### config.mk
export PLATFORM = sky130hd
export DESIGN_NAME = pc_branch_unit
export DESIGN_NICKNAME = d
export VERILOG_FILES = /design/src/rtl/pc_branch_unit.sv
export SDC_FILE = /design/constraint.sdc
export NUM_CORES = 1
export LEC_CHECK = 0
export BUFFER_PORTS_ARGS = -buffer_cell sky130_fd_sc_hd__buf_2
export CAP_MARGIN = 10
export CORE_AREA = 3 3 78 80
export CTS_CLUSTER_SIZE = 28
export DETAILED_ROUTE_END_ITERATION = 16
export DIE_AREA = 0 0 81 83
export HOLD_SLACK_MARGIN = 0.05
export PLACE_DENSITY = 0.77
export SLEW_MARGIN = 10
export SYNTH_ARGS = -nofsm -noshare
export SYNTH_HDL_FRONTEND = slang
export SYNTH_SLANG_ARGS = --single-unit
export TNS_END_PERCENT = 30
### constraint.sdc
create_clock -name CLK -period 3.2 [get_ports CLK]
set_input_delay 0.16 -clock CLK [delete_from_list [all_inputs] [get_ports CLK]]
set_output_delay 0.16 -clock CLK [all_outputs]
set_load 0.02 [all_outputs]
### src/rtl/pc_branch_unit.sv
// -----------------------------------------------------------------------------
// pc_branch_unit
//   Parametrised program-counter sequencer: increment, relative branch,
//   absolute load and vector load. A branch that leaves the current page is
//   completed 6502-style: the low part is written first and the high part is
//   corrected on the following edge (FIXUP state).
//
//   Optional feature macro: PC_FAST_BRANCH_EN
//     undefined (default) - page-crossing branch takes two cycles via FIXUP
//     defined             - FIXUP removed, full target written in one cycle,
//                           CMD_READY tied high
//
// Ports
//   CLK        in   clock, rising edge
//   RES_N      in   asynchronous active-low reset
//   CMD        in   0 HOLD, 1 INC, 2 BRANCH, 3 LOAD, 4 VECTOR, 5-7 HOLD
//   CMD_VALID  in   CMD is valid this cycle
//   CMD_READY  out  unit accepts a command this cycle
//   OFFSET     in   signed relative branch offset
//   LOAD_DATA  in   absolute target for LOAD
//   VEC_ADDR   in   target for VECTOR
//   PC         out  current program counter (registered)
//   PAGE_CROSS out  one-cycle pulse after a branch crossed a page (registered)
//   BUSY       out  high while the high-part correction is pending
// -----------------------------------------------------------------------------
module pc_branch_unit #(
    parameter int                ADDR_W   = 16,
    parameter int                PAGE_W   = 8,
    parameter int                OFF_W    = 8,
    parameter logic [ADDR_W-1:0] RESET_PC = 16'h0000
) (
    input  logic              CLK,
    input  logic              RES_N,
    input  logic [2:0]        CMD,
    input  logic              CMD_VALID,
    output logic              CMD_READY,
    input  logic [OFF_W-1:0]  OFFSET,
    input  logic [ADDR_W-1:0] LOAD_DATA,
    input  logic [ADDR_W-1:0] VEC_ADDR,
    output logic [ADDR_W-1:0] PC,
    output logic              PAGE_CROSS,
    output logic              BUSY
);

    localparam int                HI_W     = ADDR_W - PAGE_W;
    localparam logic [2:0]        CMD_INC    = 3'd1;
    localparam logic [2:0]        CMD_BRANCH = 3'd2;
    localparam logic [2:0]        CMD_LOAD   = 3'd3;
    localparam logic [2:0]        CMD_VECTOR = 3'd4;
    localparam logic [ADDR_W-1:0] ADDR_ONE = {{(ADDR_W-1){1'b0}}, 1'b1};

    logic [ADDR_W-1:0] pc_r;
    logic [ADDR_W-1:0] pc_nxt_s;
    logic              page_cross_r;
    logic              page_cross_nxt_s;
    logic              accept_s;
    logic [ADDR_W-1:0] off_ext_s;
    logic [ADDR_W-1:0] target_s;
    logic              cross_s;

    // Branch target: sign-extended offset added over the full PC width; the
    // low part of this sum equals the page-local sum, so one adder serves both.
    always_comb begin
        off_ext_s = {{(ADDR_W-OFF_W){OFFSET[OFF_W-1]}}, OFFSET};
        target_s  = pc_r + off_ext_s;
        cross_s   = (target_s[ADDR_W-1:PAGE_W] != pc_r[ADDR_W-1:PAGE_W]);
    end

    assign accept_s   = CMD_VALID & CMD_READY;
    assign PC         = pc_r;
    assign PAGE_CROSS = page_cross_r;

`ifdef PC_FAST_BRANCH_EN

    assign CMD_READY = 1'b1;
    assign BUSY      = 1'b0;

    // Next-PC selection; a crossing branch lands on the full target at once.
    always_comb begin
        pc_nxt_s         = pc_r;
        page_cross_nxt_s = 1'b0;
        if (accept_s) begin
            case (CMD)
                CMD_INC:    pc_nxt_s = pc_r + ADDR_ONE;
                CMD_BRANCH: begin
                    pc_nxt_s         = target_s;
                    page_cross_nxt_s = cross_s;
                end
                CMD_LOAD:   pc_nxt_s = LOAD_DATA;
                CMD_VECTOR: pc_nxt_s = VEC_ADDR;
                default:    pc_nxt_s = pc_r;
            endcase
        end else begin
            pc_nxt_s = pc_r;
        end
    end

`else

    typedef enum logic {
        ST_IDLE  = 1'b0,
        ST_FIXUP = 1'b1
    } state_t;

    localparam logic [HI_W-1:0] HI_ONE = {{(HI_W-1){1'b0}}, 1'b1};

    state_t            state_r;
    state_t            state_nxt_s;
    logic              dir_neg_r;
    logic              dir_neg_nxt_s;
    logic [HI_W-1:0]   hi_fix_s;

    assign CMD_READY = (state_r == ST_IDLE);
    assign BUSY      = (state_r == ST_FIXUP);

    // Corrected high part; OFF_W <= PAGE_W bounds a crossing to one page,
    // so the correction is always exactly +1 or -1 (wrapping).
    always_comb begin
        if (dir_neg_r) begin
            hi_fix_s = pc_r[ADDR_W-1:PAGE_W] - HI_ONE;
        end else begin
            hi_fix_s = pc_r[ADDR_W-1:PAGE_W] + HI_ONE;
        end
    end

    // Next-state and next-PC logic for the IDLE/FIXUP sequencer.
    always_comb begin
        pc_nxt_s         = pc_r;
        page_cross_nxt_s = 1'b0;
        state_nxt_s      = state_r;
        dir_neg_nxt_s    = dir_neg_r;
        case (state_r)
            ST_IDLE: begin
                if (accept_s) begin
                    case (CMD)
                        CMD_INC:    pc_nxt_s = pc_r + ADDR_ONE;
                        CMD_BRANCH: begin
                            if (cross_s) begin
                                pc_nxt_s      = {pc_r[ADDR_W-1:PAGE_W], target_s[PAGE_W-1:0]};
                                dir_neg_nxt_s = OFFSET[OFF_W-1];
                                state_nxt_s   = ST_FIXUP;
                            end else begin
                                pc_nxt_s      = target_s;
                            end
                        end
                        CMD_LOAD:   pc_nxt_s = LOAD_DATA;
                        CMD_VECTOR: pc_nxt_s = VEC_ADDR;
                        default:    pc_nxt_s = pc_r;
                    endcase
                end else begin
                    pc_nxt_s = pc_r;
                end
            end
            ST_FIXUP: begin
                pc_nxt_s         = {hi_fix_s, pc_r[PAGE_W-1:0]};
                page_cross_nxt_s = 1'b1;
                state_nxt_s      = ST_IDLE;
            end
            default: begin
                state_nxt_s = ST_IDLE;
            end
        endcase
    end

    // Sequencer state and pending correction direction.
    always_ff @(posedge CLK or negedge RES_N) begin
        if (!RES_N) begin
            state_r   <= ST_IDLE;
            dir_neg_r <= 1'b0;
        end else begin
            state_r   <= state_nxt_s;
            dir_neg_r <= dir_neg_nxt_s;
        end
    end

`endif

    // PC and page-cross pulse registers.
    always_ff @(posedge CLK or negedge RES_N) begin
        if (!RES_N) begin
            pc_r         <= RESET_PC;
            page_cross_r <= 1'b0;
        end else begin
            pc_r         <= pc_nxt_s;
            page_cross_r <= page_cross_nxt_s;
        end
    end

endmodule

; Yosys cells after proc, flatten, opt, wreduce, memory -nomap -nowiden
; Index checks and enable logic that the tools add are counted.
[classes]
n_reduce_logical = 3
mux = 10
eq_ne = 8
bitwise = 2
addsub = 4
[ops]
columns = op, n
row1 = 16-bit case mux with 4 select lines, 1
row2 = 16-bit 2-to-1 mux, 2
row3 = 16-bit case mux with 2 select lines, 1
row4 = "16-bit by 1-bit adder with 16-bit output, second input constant", 1
row5 = 16-bit adder, 1
row6 = "8-bit by 1-bit adder with 8-bit output, second input constant", 1
row7 = 8-bit 2-to-1 mux, 1
row8 = 8-bit inequality test, 1
row9 = "8-bit by 1-bit subtractor with 8-bit output, second input constant", 1
row10 = "3-bit by 2-bit equality test with 1-bit output, second input constant", 2
row11 = 3-bit AND reduction, 2
row12 = "5-bit by 1-bit inequality test with 1-bit output, second input constant", 1
row13 = 1-bit 2-to-1 mux, 4
row14 = 4-bit AND reduction, 1
row15 = "3-bit by 1-bit equality test with 1-bit output, second input constant", 1
row16 = "3-bit equality test, second input constant", 1
row17 = "3-bit inequality test, second input constant", 1
row18 = "2-bit by 1-bit inequality test with 1-bit output, second input constant", 1
row19 = 1-bit case mux with 2 select lines, 1
row20 = 1-bit AND, 1
row21 = 1-bit NOT, 1
[word_totals]
elab_cells = 32
regBits = 19

; Longest topological paths before layout
[logic_depth]
ltp_word = 6
ltp_mapped = 12

; Worst setup path before layout
; Ideal clock, no wire load.
[synth_path]
kind = register -> register
start = register pc_r[0] (netlist: PC[0])
end = register pc_r[11] (netlist: PC[11])
period_less_slack_ns = 3.154
setup_slack_ns = 0.046
path_stages_with_launch = 13
n_path_buf = 0
t_arrival_ns = 3.033
path_cell_list = dfrtp_1 ha_1 inv_1 fa_1 nor2b_1 o21ai_0 o21a_1 o31ai_1 xnor3_1 nand3_1 nor4_2 or4_1 o211a_1
[synth_via]
elab_chain_cells = 5
elab_cells_between_ends = 9
[synth_lines]
columns = item, line_no
row1 = start: declaration, 52  ; logic [ADDR_W-1:0] pc_r;
row2 = start signal: assignment, 184  ; pc_r <= pc_nxt_s;
row3 = 16-bit adder, 65  ; target_s = pc_r + off_ext_s;
row4 = 16-bit 2-to-1 mux, 138  ; if (cross_s) begin
row5 = 16-bit case mux with 4 select lines, 135  ; case (CMD)
row6 = 16-bit 2-to-1 mux, 134  ; if (accept_s) begin
row7 = 16-bit case mux with 2 select lines, 132  ; case (state_r)
; Parallel ways exist; a longest one is shown, timed or not. The select of a mux whose other input is x is not followed.
; A chain may end at the register's enable or synchronous reset.

; Worst setup path in the final report
[layout_path]
start = register pc_r[1] (netlist: PC[1])
end = register pc_r[15] (netlist: PC[15])
; Same word-level chain as after synthesis.

==> summary.md <==
| Metric | Value |
|---|---|
| DPL Wire Length | 7.09 mm |
| Slew @ Worst Pin | 793 ps |
| Final period util | 0.980 |
| Outcome | complete, no violations |
| Vias per std cell | a little over 6 |
| GRT Util Overall | 0.270 |
| TritonCTS clock tree | yes |
| WL final | 9.22 mm |
| Area of the multi-input gates | approximately 2200 µm² |
| Area delta synth->final | 23.8% |
| Initial antenna violation count | 0 |
| CTS Buf Count | 3 |
| Post-Synthesis Cell Area | between 2000 and 3000 µm² |
| Global-route wire length before repair | 14.5 mm |
| Synth cell count leaders | a21oi_1, nand2_1, xnor2_1 |
| Synth top area cells | dfrtp_1, ha_1, xnor2_1 |
| Final ANT Viol Nets | 0 |
| Average size of a mapped cell | 7.88 µm² |
| Fill cell count | 529 |
| FF+latch count, synth | 19 |
| CP Max Fanout | 4 |
| Vias | between 3,000 and 4,000 |
| Register area | 477 µm² |
| Port Buffers | 64 |
| RSZ-0062 raised after global routing | true |
| CTS H-Tree Depth | 1 |
| Peak supply drop | 0.000504 V |
| Final Setup Violations | 0 |
| P_leak | approximately 1.5 nW |
| Worst EP arrival | around 3400 ps |
| Die H | ~83 µm |
| Post-synth top area cell | dfrtp_1 |
| Vias in the first global route | 3,012 |
| Drt pass-1 iters | 5 |
| Number of enable flip-flop cells after synthesis | 0 |
| Relative slew margins | 0.470 |
| Clock power frac | 0.064 |
| Inserted Diodes | 0 |
| GP Congestion | roughly 0.94 |
| HP Class | in2reg |
| Library cells used by synthesis | 66 |
| Worst EP required | 3410 ps |
| Top cell type's share of synthesized area | 0.175 |
| Min cycle time layout | ~3100 ps |
| Clock Tree Buf Depth | 2 |
| Crit. End Element | flop |
| Finished Layout Cells | between 400 and 500 |
| Worst-Skew Late Latency | 270 ps |
| Clk slew on worst S/H paths | ~90 ps |
| Total congestion overflow | 0 |
| Sequential share of power | 0.148 |
| Initial core utilization | 0.495 |
| Syn Nets | between 400 and 500 |
| Rows | 27 |
| Setup WS pre-CTS | around 58 ps |
| Int Pwr | 0.00147 W |
| Sink Count | 19 |
| Layout cells sized above 1 | 0.276 |
| Combinational Power Share | 0.788 |
| Prevailing post-synth register cell | dfrtp_1 |
| Sw Ratio | 0.502 |
| Post-synthesis instance total | between 300 and 400 |
| Nets | roughly 490 |
| I/O pin cnt | between 60 and 70 |
| Final Max Slew Viols | 0 |
| YS warnings | 0 |
| Wire per inst | 18.7 µm |
| Fmax | between 300 and 400 MHz |
| Clock root buffer | clkbuf_8 |
| Placed Cells | between 400 and 500 |
| WS Path Type | reg2reg |
| Die area | between 6000 and 7000 µm² |
| Maxcap violations | 0 |
| Final TNS setup | 0 ps |
| Post-route DRC | 0 |
| Most frequent cell after synthesis | a21oi_1 |
| Setup ws final | ~65 ps |
| Power per Cell Area | 877 nW/µm² |
| Final hold vios | 0 |
| First DRT Iteration DRCs | approximately 260 |
| Largest net degree at the start of global routing | 26 |
| Final Skew | ~2.5 ps |
| Net Switching | roughly 0.0015 W |
| Core ar. | 5470 µm² |
| DIE WIDTH | 81 µm |
| Sequential share of the synthesized area | 0.175 |
| Asr flop ratio synth | 1.00 |
| CP startpoint kind | flop |
| Overall power | just under 0.003 W |
[kinds of logic after synthesis]
logic type	count (synthesis)	synth area share
flip-flops	19	0.175
XOR/XNOR	36	0.132
AND/OR/NAND/NOR	105	0.195
multiplexers	2	0.00831
adder cells (fa/ha/maj)	24	0.116
AO/OA/AOI/OAI	131	0.336
buffers and inverters	27	0.0374
[worst paths after layout]
kind / startpoint / to / slack, ps / depth (start not counted)
hold / removal: VEC_ADDR[3] / PC[3] / 200 / 3
setup reg to reg: PC[1] / PC[15] / 70 / 10
min in group asynchronous: RES_N / PC[14] / 390 / 2
setup / recovery: PC[1] / PC[15] / 70 / 10
max in group asynchronous: RES_N / PC[1] / 2450 / 2
hold reg to reg: PC[1] / PC[1] / 600 / 2
[stage by stage]
stage                     hold slack, ps   util  cell area, µm²
after floorplan                     -136      -            2710
after detailed placement             157  0.586            3200
final                                204  0.613            3360
after global placement               137  0.586            3200
after CTS                            206  0.596            3260
after global routing                 229  0.613            3360
[final cells by class]
type	instances	share of cell area
clock buffers	3	0.0123
clock inverters	1	0.00149
flip-flops and latches	19	0.142
repair buffers	87	0.148
well taps	72	0.0268
multi-input cells	298	0.655
inverters	13	0.0145
[timing repair]
| action | 4_1_cts | 5_1_grt |
|---|---|---|
| setup endpoints to repair | 0 | 9 |
| hold endpoints to repair | 19 | 0 |
| setup buffers | 0 | 4 |
| resized for setup | 0 | 18 |
| hold buffers | 1 | 0 |
[critical path, cell delays in order (launching register included)]
cell       delay, ps
dfrtp_2          440
ha_1             270
a21o_1           220
a2111oi_4        470
a211oi_4         160
a21oi_4          190
xnor3_1          220
o21bai_4         210
or4_4            560
a32oi_1          200
o21a_1           140
[metal layers]
| layer | track usage | vias up | part of all wire |
|---|---|---|---|
| met5 | 0 | - | 0 |
| met4 | 0.0906 | 0 | 0.035 |
| met3 | 0.0347 | 37 | 0.087 |
| met2 | 0.464 | 162 | 0.48 |
| met1 | 0.342 | 1418 | 0.40 |
| li1 | - | 1441 | - |
[sequential cells by signal, indices dropped and copies added, names as in the netlist]
register / flops
PAGE_CROSS: 1
PC: 16
dir_neg_r: 1
BUSY: 1
[power by group through the flow]
stage,Sequential (W),Combinational (W),Clock (W)
5_1_grt,0.000446,0.00254,0.000197
3_5_place_dp,0.000441,0.00216,0
2_1_floorplan,0.000579,0.00143,0
4_1_cts,0.000436,0.00217,0.000190
3_3_place_gp,0.000437,0.00213,0
6_report,0.000436,0.00232,0.000187
[cell usage in the layout (no fill, tap or decap), types with 3 or more instances in the layout]
master and count:
a21o_1 7, a21oi_1 35, a221oi_1 5, a31oi_1 3
a41oi_1 3, and3_1 5, buf_2 64, buf_4 22
clkbuf_8 3, dfrtp_1 18, ha_1 21, inv_1 13
nand2_1 35, nand2b_1 3, nand3_1 9, nand4_1 3
nor2_1 22, nor2b_1 7, nor3_1 4, o211ai_1 8
o21a_1 5, o21ai_0 21, o21bai_1 3, o22ai_1 4
o311ai_1 4, xnor2_1 24, xnor3_1 3, xor2_1 9
Power figures use the tool's default switching activity.
